--- config.mk ---
export PLATFORM = sky130hd
export DESIGN_NAME = cache_ctrl
export DESIGN_NICKNAME = d
export VERILOG_FILES = /design/src/rtl/cache_ctrl.sv
export SDC_FILE = /design/constraint.sdc
export NUM_CORES = 1
export LEC_CHECK = 0
export CELL_PAD_IN_SITES_DETAIL_PLACEMENT = 0
export CELL_PAD_IN_SITES_GLOBAL_PLACEMENT = 1
export CORE_ASPECT_RATIO = 0.75
export CORE_MARGIN = 3
export CORE_UTILIZATION = 24
export DETAILED_ROUTE_END_ITERATION = 10
export GPL_ROUTABILITY_DRIVEN = 0
export PLACE_DENSITY_LB_ADDON = 0.15
export SLEW_MARGIN = 5
export SYNTH_ARGS = -nofsm -noshare
export SYNTH_HDL_FRONTEND = slang
export SYNTH_SLANG_ARGS = --single-unit
export TNS_END_PERCENT = 20
--- constraint.sdc ---
create_clock -name clk -period 1.7 [get_ports clk]
set_clock_uncertainty 0.2 [all_clocks]
set_input_delay 0.34 -clock clk [delete_from_list [all_inputs] [get_ports clk]]
set_output_delay 0.34 -clock clk [all_outputs]
set_load 0.1 [all_outputs]
--- src/rtl/cache_ctrl.sv ---
// Write-back, write-allocate cache controller FSM sequencing tag/data/dirty/LRU arrays and pmem.
// Optional performance counters are enabled by defining CACHE_CTRL_PERF_EN.
module cache_ctrl #(
  parameter int unsigned s_index = 4,
  parameter int unsigned w_index = 2
) (
  input  logic               clk,
  input  logic               rst,
  input  logic               cpu_read,
  input  logic               cpu_write,
  input  logic [s_index-1:0] cpu_set,
  output logic               cpu_resp,
  input  logic               hit,
  input  logic [w_index-1:0] hit_way,
  input  logic [w_index-1:0] victim_way,
  input  logic               dirty_out,
  output logic [1:0]         dirty_op,
  output logic [s_index-1:0] set_sel,
  output logic [w_index-1:0] way_sel,
  output logic               tag_valid_we,
  output logic               data_we,
  output logic               data_sel,
  output logic               lru_update,
  output logic [w_index-1:0] lru_way,
  output logic               pmem_read,
  output logic               pmem_write,
  output logic               pmem_addr_sel,
`ifdef CACHE_CTRL_PERF_EN
  output logic [31:0]        hit_cnt,
  output logic [31:0]        miss_cnt,
  output logic [31:0]        wb_cnt,
`endif
  input  logic               pmem_resp
);

  typedef enum logic [1:0] {StIdle, StCompare, StWb, StFill} state_e;

  state_e             state_q, state_d;
  logic [s_index-1:0] set_q, set_d;
  logic [w_index-1:0] victim_q, victim_d;

  always_ff @(posedge clk) begin
    if (!rst) begin
      state_q  <= StIdle;
      set_q    <= '0;
      victim_q <= '0;
    end else begin
      state_q  <= state_d;
      set_q    <= set_d;
      victim_q <= victim_d;
    end
  end

  always_comb begin
    state_d       = state_q;
    set_d         = set_q;
    victim_d      = victim_q;
    cpu_resp      = 1'b0;
    dirty_op      = 2'b00;
    set_sel       = set_q;
    way_sel       = '0;
    tag_valid_we  = 1'b0;
    data_we       = 1'b0;
    data_sel      = 1'b0;
    lru_update    = 1'b0;
    lru_way       = '0;
    pmem_read     = 1'b0;
    pmem_write    = 1'b0;
    pmem_addr_sel = 1'b0;
    unique case (state_q)
      StIdle: begin
        set_sel = cpu_set;
        if (cpu_read || cpu_write) begin
          set_d   = cpu_set;
          state_d = StCompare;
        end
      end
      StCompare: begin
        if (hit) begin
          cpu_resp   = 1'b1;
          lru_update = 1'b1;
          lru_way    = hit_way;
          way_sel    = hit_way;
          // A simultaneous read+write is served as a write.
          if (cpu_write) begin
            data_we  = 1'b1;
            dirty_op = 2'b01;
          end
          state_d = StIdle;
        end else begin
          way_sel  = victim_way;
          victim_d = victim_way;
          state_d  = dirty_out ? StWb : StFill;
        end
      end
      StWb: begin
        way_sel       = victim_q;
        pmem_write    = 1'b1;
        pmem_addr_sel = 1'b1;
        if (pmem_resp) begin
          dirty_op = 2'b10;
          state_d  = StFill;
        end
      end
      StFill: begin
        way_sel   = victim_q;
        pmem_read = 1'b1;
        if (pmem_resp) begin
          data_we      = 1'b1;
          data_sel     = 1'b1;
          tag_valid_we = 1'b1;
          dirty_op     = 2'b10;
          state_d      = StCompare;
        end
      end
      default: state_d = StIdle;
    endcase
  end

`ifdef CACHE_CTRL_PERF_EN
  logic        refill_q, refill_d;
  logic [31:0] hit_cnt_q, hit_cnt_d;
  logic [31:0] miss_cnt_q, miss_cnt_d;
  logic [31:0] wb_cnt_q, wb_cnt_d;
  logic        hit_inc, miss_inc, wb_inc;

  always_ff @(posedge clk) begin
    if (!rst) begin
      refill_q   <= 1'b0;
      hit_cnt_q  <= '0;
      miss_cnt_q <= '0;
      wb_cnt_q   <= '0;
    end else begin
      refill_q   <= refill_d;
      hit_cnt_q  <= hit_cnt_d;
      miss_cnt_q <= miss_cnt_d;
      wb_cnt_q   <= wb_cnt_d;
    end
  end

  // refill_q marks the re-compare that follows a fill so it is not counted as a hit.
  always_comb begin
    refill_d   = (state_q == StFill) && pmem_resp;
    hit_inc    = (state_q == StCompare) && hit && !refill_q;
    miss_inc   = (state_q == StCompare) && !hit;
    wb_inc     = miss_inc && dirty_out;
    hit_cnt_d  = hit_cnt_q;
    miss_cnt_d = miss_cnt_q;
    wb_cnt_d   = wb_cnt_q;
    if (hit_inc && (hit_cnt_q != '1)) hit_cnt_d = hit_cnt_q + 32'd1;
    if (miss_inc && (miss_cnt_q != '1)) miss_cnt_d = miss_cnt_q + 32'd1;
    if (wb_inc && (wb_cnt_q != '1)) wb_cnt_d = wb_cnt_q + 32'd1;
  end

  assign hit_cnt  = hit_cnt_q;
  assign miss_cnt = miss_cnt_q;
  assign wb_cnt   = wb_cnt_q;
`endif

endmodule
==> results.toml, run 1 <==
[run_status]
status = "finished with violations"
violations = "negative setup slack"

[clocking]
clock_latency_ns = 0.26
htree_num_levels = 1
cts_tree = "done"
path_clk_slew_ns = 0.06
numCtsBuffers = 3
cts_root_buffer = "clkbuf_4"
cts_sinks = 8
cts_buffer_depth = 2

[critical_path]
crit_chain = "inv_4 > buf_6 > ha_4 > and2_4 > nand2_4 > o21bai_4 > buf_12"
crit_required_ns = 1.16
path_delay_family = "flip-flops"
worstSetupEndpointType = "output pin"
critPathMaxFanout = 4
r2r-start = "state_q[1]"
worstRegToRegCells = 5
slowest_stage = "dfxtp_4"
worstReg2RegEnd = "state_q[0]"
critPathLaunchType = "register"
r2r_setup_slack_ns = 0.08
critPathBufInv = 3
cp_slowest_stage_delay_ns = 0.35
arrival_ns = 1.45
criticalPathCategory = "reg -> out"

[logic_synthesis]
yosysMostFrequentCell = "dfxtp_1"
ys_ff_latch = 8
async_reset_ff_share_pct = 0
synth.cells.most_frequent = "dfxtp_1, mux2i_1, nor2b_1"
synth_seq_area_share_pct = 26.2
ys_dominant_reg_cell = "dfxtp_1"
syn_nets = 87
synthCells = 66
synth_edf_count = 0
synth.distinct_cells = 23
synth_area_um2 = 611
yosysTopAreaCell = "dfxtp_1"
synth.area.top_cells = "dfxtp_1, ha_1, mux2i_1"
syn_avg_cell_area_um2 = 9.25
synth_top_area_share_pct = 26.2
ys.warnings.count = 0

[finish]
fin_util_pct = 61.9
regArea_um2 = 168
insertedDiodeCount = 0
fin_cells = 151
n_fill_cell = 219
syn_to_final_growth_pct = 140
fin_nets = 139
layout-drive-gt1-share_pct = 57.3
multi_input_area_um2 = 548

[pwr]
ir_drop_v = 0.000428
powerDensity_mw_per_mm2 = 724
fin_total_pwr_mw = 1.06
total_leakage_power_nw = 0.609

[timing]
slew_violations = 0
worst_slack_ns = -0.286
fin_crit_sh_pct = 117
hold_violations = 0
tightest_slew_ns = 0.295
hold_slack_ns = 0.230
relSlewSlack_pct = 80.0
setup_viol = 18
rsz0062_at_grt = "yes"
max_clock_freq_mhz = 503
fin_crit_ns = 1.99

[placed_design]
portBuffers = 32
post-place-cells = 144
hpwl_mm = 1.55

[global_routing]
grt_overflow_total = 0
use_met1_pct = 17.6
grt.busiest_layer = "met2"
grt_pass1_wl_mm = 3.13
grtUsageMet3_pct = 6.15
grt_max_degree = 8
grt_pass1_vias = 655
gr-usage-met2_pct = 19.0
grt_usage_pct = 12.9
antenna_found_initial = 0

[floorplanning]
initial_utilization_pct = 25.8
chipWidth_um = 64.2
fp-row-count = 15
design.die.area_mm2 = 0.00319
core_area_mm2 = 0.00236
dieHeight_um = 49.7
pin_count = 33

[min_path]
whs_path_depth = 3
min_delay_worst_endpoint = "victim_q[0]"
hold_start = "victim_way[0]"
hold_class = "in -> reg"

[route]
wirelength_mm = 1.83
firstDrtPassIters = 3
wl_per_cell_um = 12.1
drtIter0Drc = 4
vias = 638
viasPerCell = 4.23
drc = 0
ant_nets = 0

[job]
cap_violations = 0
==> metrics by stage <==
stage	setup TNS [ns]	cell area (µm²)	setup slack (ns)
2_1_floorplan	-3.21	718	-0.377
3_3_place_gp	-4.49	1350	-0.396
3_5_place_dp	-4.84	1350	-0.421
4_1_cts	-3.68	1430	-0.299
5_1_grt	-4.84	1460	-0.361
6_report	-3.74	1460	-0.286
==> flip-flops by register name, summed over array words and instances, names as in the netlist <==
register,flops
state_q,2
set_q,4
victim_q,2
==> repair_timing <==
item                       in CTS  in global routing
hold endpoints to repair        0                  0
buffers inserted                0                  3
gates resized for setup        14                  4
setup endpoints to repair      18                 20
gates cloned                    0                  0
pin swaps                       4                  2
hold buffers                    0                  0
==> layout make-up <==
cell class                      count  area share, %
Inverter                            3           1.11
Multi-Input combinational cell     51           37.4
Tap cell                           34           2.91
Sequential cell                     8           11.5
Clock buffer                        4           1.79
Timing Repair Buffer               51           45.3
==> worst max path at each step <==
stage	slack (ns)	startpoint	cells after the start	end
after floorplan	-0.38	state_q[1]	3	data_we
after global placement	-0.40	hit	5	way_sel[1]
after detailed placement	-0.42	hit	5	way_sel[0]
after CTS	-0.30	state_q[1]	7	data_we
after global routing	-0.36	state_q[1]	7	data_we
final	-0.29	state_q[1]	7	data_we
==> cells by family after synthesis <==
kind of cell	Yosys count	share of synthesized area (%)
multiplexers	13	22.5
AND/OR/NAND/NOR	21	18.9
AO/OA/AOI/OAI	11	12.7
buffers and inverters	7	7.38
flip-flops	8	26.2
adder cells (fa/ha/maj)	6	12.3
==> metal layers <==
layer / part of all wire, % / vias up
li1: - / 330
met1: 48 / 295
met2: 46 / 13
met3: 6.0 / 0
met4: 0 / 0
met5: 0 / -
==> where the power goes <==
part,switching [mW],internal (mW),leakage [nW]
sequential,0.0130,0.206,0.0671
clock,0.0674,0.0900,0.0150
combinational,0.388,0.296,0.527
total,0.468,0.591,0.609
==> worst register-to-register path, stage by stage, from the launching register on <==
cell and delay, ns:
dfxtp_4 0.35, buf_4 0.16, ha_4 0.19, nor2_1 0.16
a2bb2oi_1 0.28, a41oi_1 0.15
==> cells in the final DEF, fill, tap and decap left out, types with 2 or more instances in the layout <==
master           synthesis  layout
a21oi_4                  0       2
and2_4                   0       2
buf_12                   0      18
buf_4                    3      14
buf_6                    1       5
clkbuf_4                 0       3
clkdlybuf4s50_1          0      12
dfxtp_1                  8       6
dfxtp_4                  0       2
ha_1                     6       2
ha_4                     0       4
inv_4                    0       2
mux2_2                   6       2
mux2_4                   0       4
mux2i_1                  7       7
nand2_1                  4       2
nor2_1                   4       3
nor2b_1                  7       7
o21ai_2                  1       2
Note: power is estimated with default switching activity, not from simulation.
==> run 2: changes to the inputs <==
--- a/config.mk
+++ b/config.mk
@@ -12,7 +12,7 @@
 export CORE_UTILIZATION = 24
 export DETAILED_ROUTE_END_ITERATION = 10
 export GPL_ROUTABILITY_DRIVEN = 0
-export PLACE_DENSITY_LB_ADDON = 0.15
+export PLACE_DENSITY = 0.75
 export SLEW_MARGIN = 5
 export SYNTH_ARGS = -nofsm -noshare
 export SYNTH_HDL_FRONTEND = slang
==> run 2 against run 1 <==
Against the previous run: the run still ends with negative setup slack left; worst setup slack got worse by 0.0072 ns; count of clock-buffer cells in the layout did not move; first-iteration DRC count rose to 5.0 times the previous value; clock power rose by 8%; register-to-register slack got worse by 0.10 ns; worst hold slack got worse by 0.037 ns; global-route usage rose by 1.0 points; routed wire length rose by 12%; core utilization rose by 1.8 points; sequential power barely moved; critical endpoint unchanged; largest cell class unchanged.
==> results.toml, run 2 (synthesized netlist as in run 1, its figures left out) <==
[run_status]
status = "finished with violations"
violations = "negative setup slack"

[timing]
worst_slack_ns = -0.294
fin_crit_sh_pct = 117
slew_violations = 0
tightest_slew_ns = 0.329
rsz0062_at_grt = "yes"
max_clock_freq_mhz = 502
fin_crit_ns = 1.99
relSlewSlack_pct = 77.7
hold_violations = 0
setup_viol = 19

[critical_path]
critPathLaunchType = "register"
crit_required_ns = 1.16
criticalPathCategory = "reg -> out"
r2r_setup_slack_ns = -0.02
r2r-start = "state_q[0]"
cp_slowest_stage_delay_ns = 0.35
slowest_stage = "dfxtp_4"
worstRegToRegCells = 6
critPathMaxFanout = 7
arrival_ns = 1.45
worstSetupEndpointType = "output pin"
worstReg2RegEnd = "state_q[0]"
crit_chain = "buf_4 > ha_4 > and2_4 > o21bai_4 > buf_12"
cp-startpoint = "state_q[1]"

[route]
vias = 666
wirelength_mm = 2.04
drtIter0Drc = 20
viasPerCell = 4.35
firstDrtPassIters = 3
drc = 0
wl_per_cell_um = 13.4
ant_nets = 0

[global_routing]
grt_usage_pct = 13.9
grt_pass1_wl_mm = 3.44
grt_overflow_total = 0
grt_max_degree = 8
grt_pass1_vias = 723
antenna_found_initial = 0

[finish]
insertedDiodeCount = 0
largest_register = "set_q"
finalInstanceArea_mm2 = 0.00151
n_fill_cell = 206
final_cell_mix = "buf_12, clkdlybuf4s50_1, buf_4"
largest_register_ffs = 4
syn_to_final_growth_pct = 147
layout_commonest_cell = "buf_12"
layout-drive-gt1-share_pct = 58.0
fin_nets = 141
multi_input_area_um2 = 552
reg_top3 = "set_q: 4 flops, state_q: 2 flops, victim_q: 2 flops"
regArea_um2 = 168

[floorplanning]
dieHeight_um = 49.7
core_area_mm2 = 0.00236
design.die.area_mm2 = 0.00319
initial_utilization_pct = 25.8
chipWidth_um = 64.2
pin_count = 33
fp-row-count = 15

[pwr]
fin_total_pwr_mw = 1.12
ir_drop_v = 0.000497
powerDensity_mw_per_mm2 = 742
total_leakage_power_nw = 0.626

[clocking]
cts_buffer_depth = 2
cts_root_buffer = "clkbuf_4"
numCtsBuffers = 3
cts_tree = "done"
clock_latency_ns = 0.27
path_clk_slew_ns = 0.06
htree_num_levels = 1
cts_sinks = 8

[min_path]
min_delay_worst_endpoint = "victim_q[0]"
hold_class = "in -> reg"
whs_path_depth = 3
hold_start = "victim_way[0]"

[placed_design]
placed_cell_area_mm2 = 0.00138
hpwl_mm = 1.69
portBuffers = 32

[job]
cap_violations = 0
## run 2: per-stage QoR
stage	utilization [%]	setup slack [ns]	std cells	hold WS [ns]	TNS (ns)
floorplan	-	-0.377	66	0.268	-3.21
global placement	58.5	-0.365	147	0.298	-4.26
detailed placement	58.5	-0.395	147	0.317	-4.60
CTS	61.7	-0.301	152	0.334	-4.04
global route	63.7	-0.347	153	0.237	-4.85
finish	63.7	-0.294	153	0.193	-3.89
## run 2: power by group
group | internal [mW] | switching [mW] | total (mW) | leakage (nW)
registers | 0.206 | 0.0128 | 0.218 | 0.0671
logic | 0.330 | 0.400 | 0.730 | 0.544
clock network | 0.0907 | 0.0790 | 0.170 | 0.0150
total | 0.626 | 0.492 | 1.12 | 0.626
## run 2: routing by layer
metal  global-route usage [%]  vias to the layer above  wire length [µm]
met4                     2.11                        0                11
met2                     24.0                       19              1040
li1                         -                      338                 -
met5                        0                        -                 0
met1                     16.9                      307               869
met3                     5.01                        2               123
## run 2: repair_timing
action                                  in CTS  in global routing
hold buffers                                 0                  0
pin swaps                                    1                  3
gates resized for setup                     12                  9
buffers inserted                             1                  1
endpoints found under the setup margin      23                 21
## run 2: worst max-delay path: cells and delay by family (launching register included)
kind	cells	cell delay (ns)
adders and majority gates	1	0.19
DFF	1	0.35
and+or+nand+nor	1	0.14
buffers and inverters	2	0.33
AOI/OAI and AO/OA	1	0.17
## run 2: how the worst max path moves through the flow
stage,end,slack (ns),cells past startpoint
floorplan,data_we,-0.38,3
global placement,data_we,-0.37,6
detailed placement,way_sel[0],-0.39,5
CTS,data_we,-0.30,7
global route,data_we,-0.35,7
finish,data_we,-0.29,5
## run 2: cell type report
| type | count | share of cell area (%) |
|---|---|---|
| multi-input combinational | 51 | 36.6 |
| clock buffer | 4 | 1.74 |
| tap | 34 | 2.82 |
| inverter | 3 | 1.08 |
| sequential | 8 | 11.1 |
| timing repair buffer | 53 | 46.6 |
==> run 3: changes to the inputs <==
--- a/config.mk
+++ b/config.mk
@@ -12,7 +12,7 @@
 export CORE_UTILIZATION = 24
 export DETAILED_ROUTE_END_ITERATION = 10
 export GPL_ROUTABILITY_DRIVEN = 0
-export PLACE_DENSITY = 0.75
+export PLACE_DENSITY_LB_ADDON = 0.1
 export SLEW_MARGIN = 5
 export SYNTH_ARGS = -nofsm -noshare
 export SYNTH_HDL_FRONTEND = slang
==> run 3 against run 2 <==
Against the previous run: the run still ends with negative setup slack left; routed wire length down 7.9%; core utilization down 1.7 points; final area down 2.7%; worst setup slack better by 0.00092 ns; largest cell class unchanged; largest power group unchanged.
==> results.toml, run 3 (synthesized netlist as in run 1, its figures left out) <==
[finish]
largest_register = "set_q"
syn_to_final_growth_pct = 140
layout_commonest_cell = "buf_12"
n_fill_cell = 209
reg_top3 = "set_q: 4 flops, state_q: 2 flops, victim_q: 2 flops"
largest_register_ffs = 4
layout-drive-gt1-share_pct = 56.9
final_cell_mix = "buf_12, clkdlybuf4s50_1, buf_6"
fin_nets = 138
insertedDiodeCount = 0

[clocking]
cts_buffer_depth = 2
cts_tree = "done"
htree_num_levels = 1
cts_root_buffer = "clkbuf_4"
cts_sinks = 8
clock_latency_ns = 0.26
path_clk_slew_ns = 0.06
numCtsBuffers = 3

[min_path]
whs_path_depth = 2
hold_start = "set_q[1]"
hold_class = "reg -> reg"
min_delay_worst_endpoint = "set_q[1]"

[critical_path]
crit_required_ns = 1.16
critPathMaxFanout = 4
worstRegToRegCells = 6
crit_chain = "inv_4 > buf_6 > ha_4 > and2_4 > nand2_4 > o21bai_4 > buf_12"
worstReg2RegEnd = "state_q[0]"
criticalPathCategory = "reg -> out"
r2r-start = "state_q[0]"
r2r_setup_slack_ns = 0.01
slowest_stage = "dfxtp_4"
critPathLaunchType = "register"
cp_slowest_stage_delay_ns = 0.35
arrival_ns = 1.45
worstSetupEndpointType = "output pin"

[pwr]
fin_total_pwr_mw = 1.07
powerDensity_mw_per_mm2 = 729
ir_drop_v = 0.000468
total_leakage_power_nw = 0.598

[timing]
tightest_slew_ns = 0.286
relSlewSlack_pct = 80.6
hold_violations = 0
worst_slack_ns = -0.293
max_clock_freq_mhz = 502
rsz0062_at_grt = "yes"
fin_crit_sh_pct = 117
slew_violations = 0
fin_crit_ns = 1.99
hold_slack_ns = 0.328
setup_viol = 18

[floorplanning]
core_area_mm2 = 0.00236
initial_utilization_pct = 25.8
dieHeight_um = 49.7
fp-row-count = 15
pin_count = 33
chipWidth_um = 64.2
design.die.area_mm2 = 0.00319

[placed_design]
portBuffers = 32
hpwl_mm = 1.56

[route]
drtIter0Drc = 15
drc = 0
firstDrtPassIters = 2
vias = 650
viasPerCell = 4.33
wl_per_cell_um = 12.5
wirelength_mm = 1.88
ant_nets = 0

[global_routing]
grt_pass1_vias = 677
grt_usage_pct = 13.5
grt_max_degree = 8
grt_overflow_total = 0
antenna_found_initial = 0
grt_pass1_wl_mm = 3.28

[run_status]
violations = "negative setup slack"
status = "finished with violations"

[job]
cap_violations = 0
## run 3: worst max-delay path: cells and delay by family, from the launching register on
family                   cells  cell delay, ns
AND/OR/NAND/NOR              2            0.22
adder cells (fa/ha/maj)      1            0.13
flip-flops                   1            0.35
buffers and inverters        3            0.34
AO/OA/AOI/OAI                1            0.13
## run 3: area by class of cell
cell class	count	area, µm²	area share, %
Tap cell	34	42.5	2.90
Inverter	3	16.3	1.11
Timing Repair Buffer	50	672	45.9
Multi-Input combinational cell	51	541	36.9
Clock buffer	4	26.3	1.79
Sequential cell	8	168	11.4
## run 3: worst max path at each step
stage | cells after the start | end | startpoint
6_report | 7 | data_we | state_q[1]
5_1_grt | 7 | data_we | state_q[1]
4_1_cts | 7 | data_we | state_q[1]
3_5_place_dp | 5 | way_sel[1] | hit
3_3_place_gp | 5 | way_sel[0] | hit
2_1_floorplan | 3 | data_we | state_q[1]
## run 3: routing by layer
layer	share of wire (%)	up-vias	global-route usage (%)
li1	-	330	-
met1	48	304	17.5
met2	46	14	20.2
met3	5.8	2	6.38
met4	0.53	0	3.16
met5	0	-	0
## run 3: per-stage QoR
stage	instance area (µm²)	setup TNS, ns	setup WS (ns)	cells	util, %
2_1_floorplan	718	-3.21	-0.377	66	-
3_3_place_gp	1330	-4.17	-0.397	142	56.3
3_5_place_dp	1330	-4.27	-0.402	142	56.3
4_1_cts	1440	-3.72	-0.307	148	60.9
5_1_grt	1470	-4.87	-0.366	150	62.0
6_report	1470	-3.82	-0.293	150	62.0
## run 3: what timing repair did
item                                    CTS  global route
hold buffers                              0             0
buffers inserted                          2             2
cloned                                    0             0
pin swaps                                 1             3
gates resized for setup                  18             3
endpoints found under the setup margin   18            19
## run 3: power breakdown
group | internal [mW] | switching, mW | total, mW
combinational | 0.297 | 0.388 | 0.685
clock | 0.0904 | 0.0744 | 0.165
sequential | 0.206 | 0.0127 | 0.218
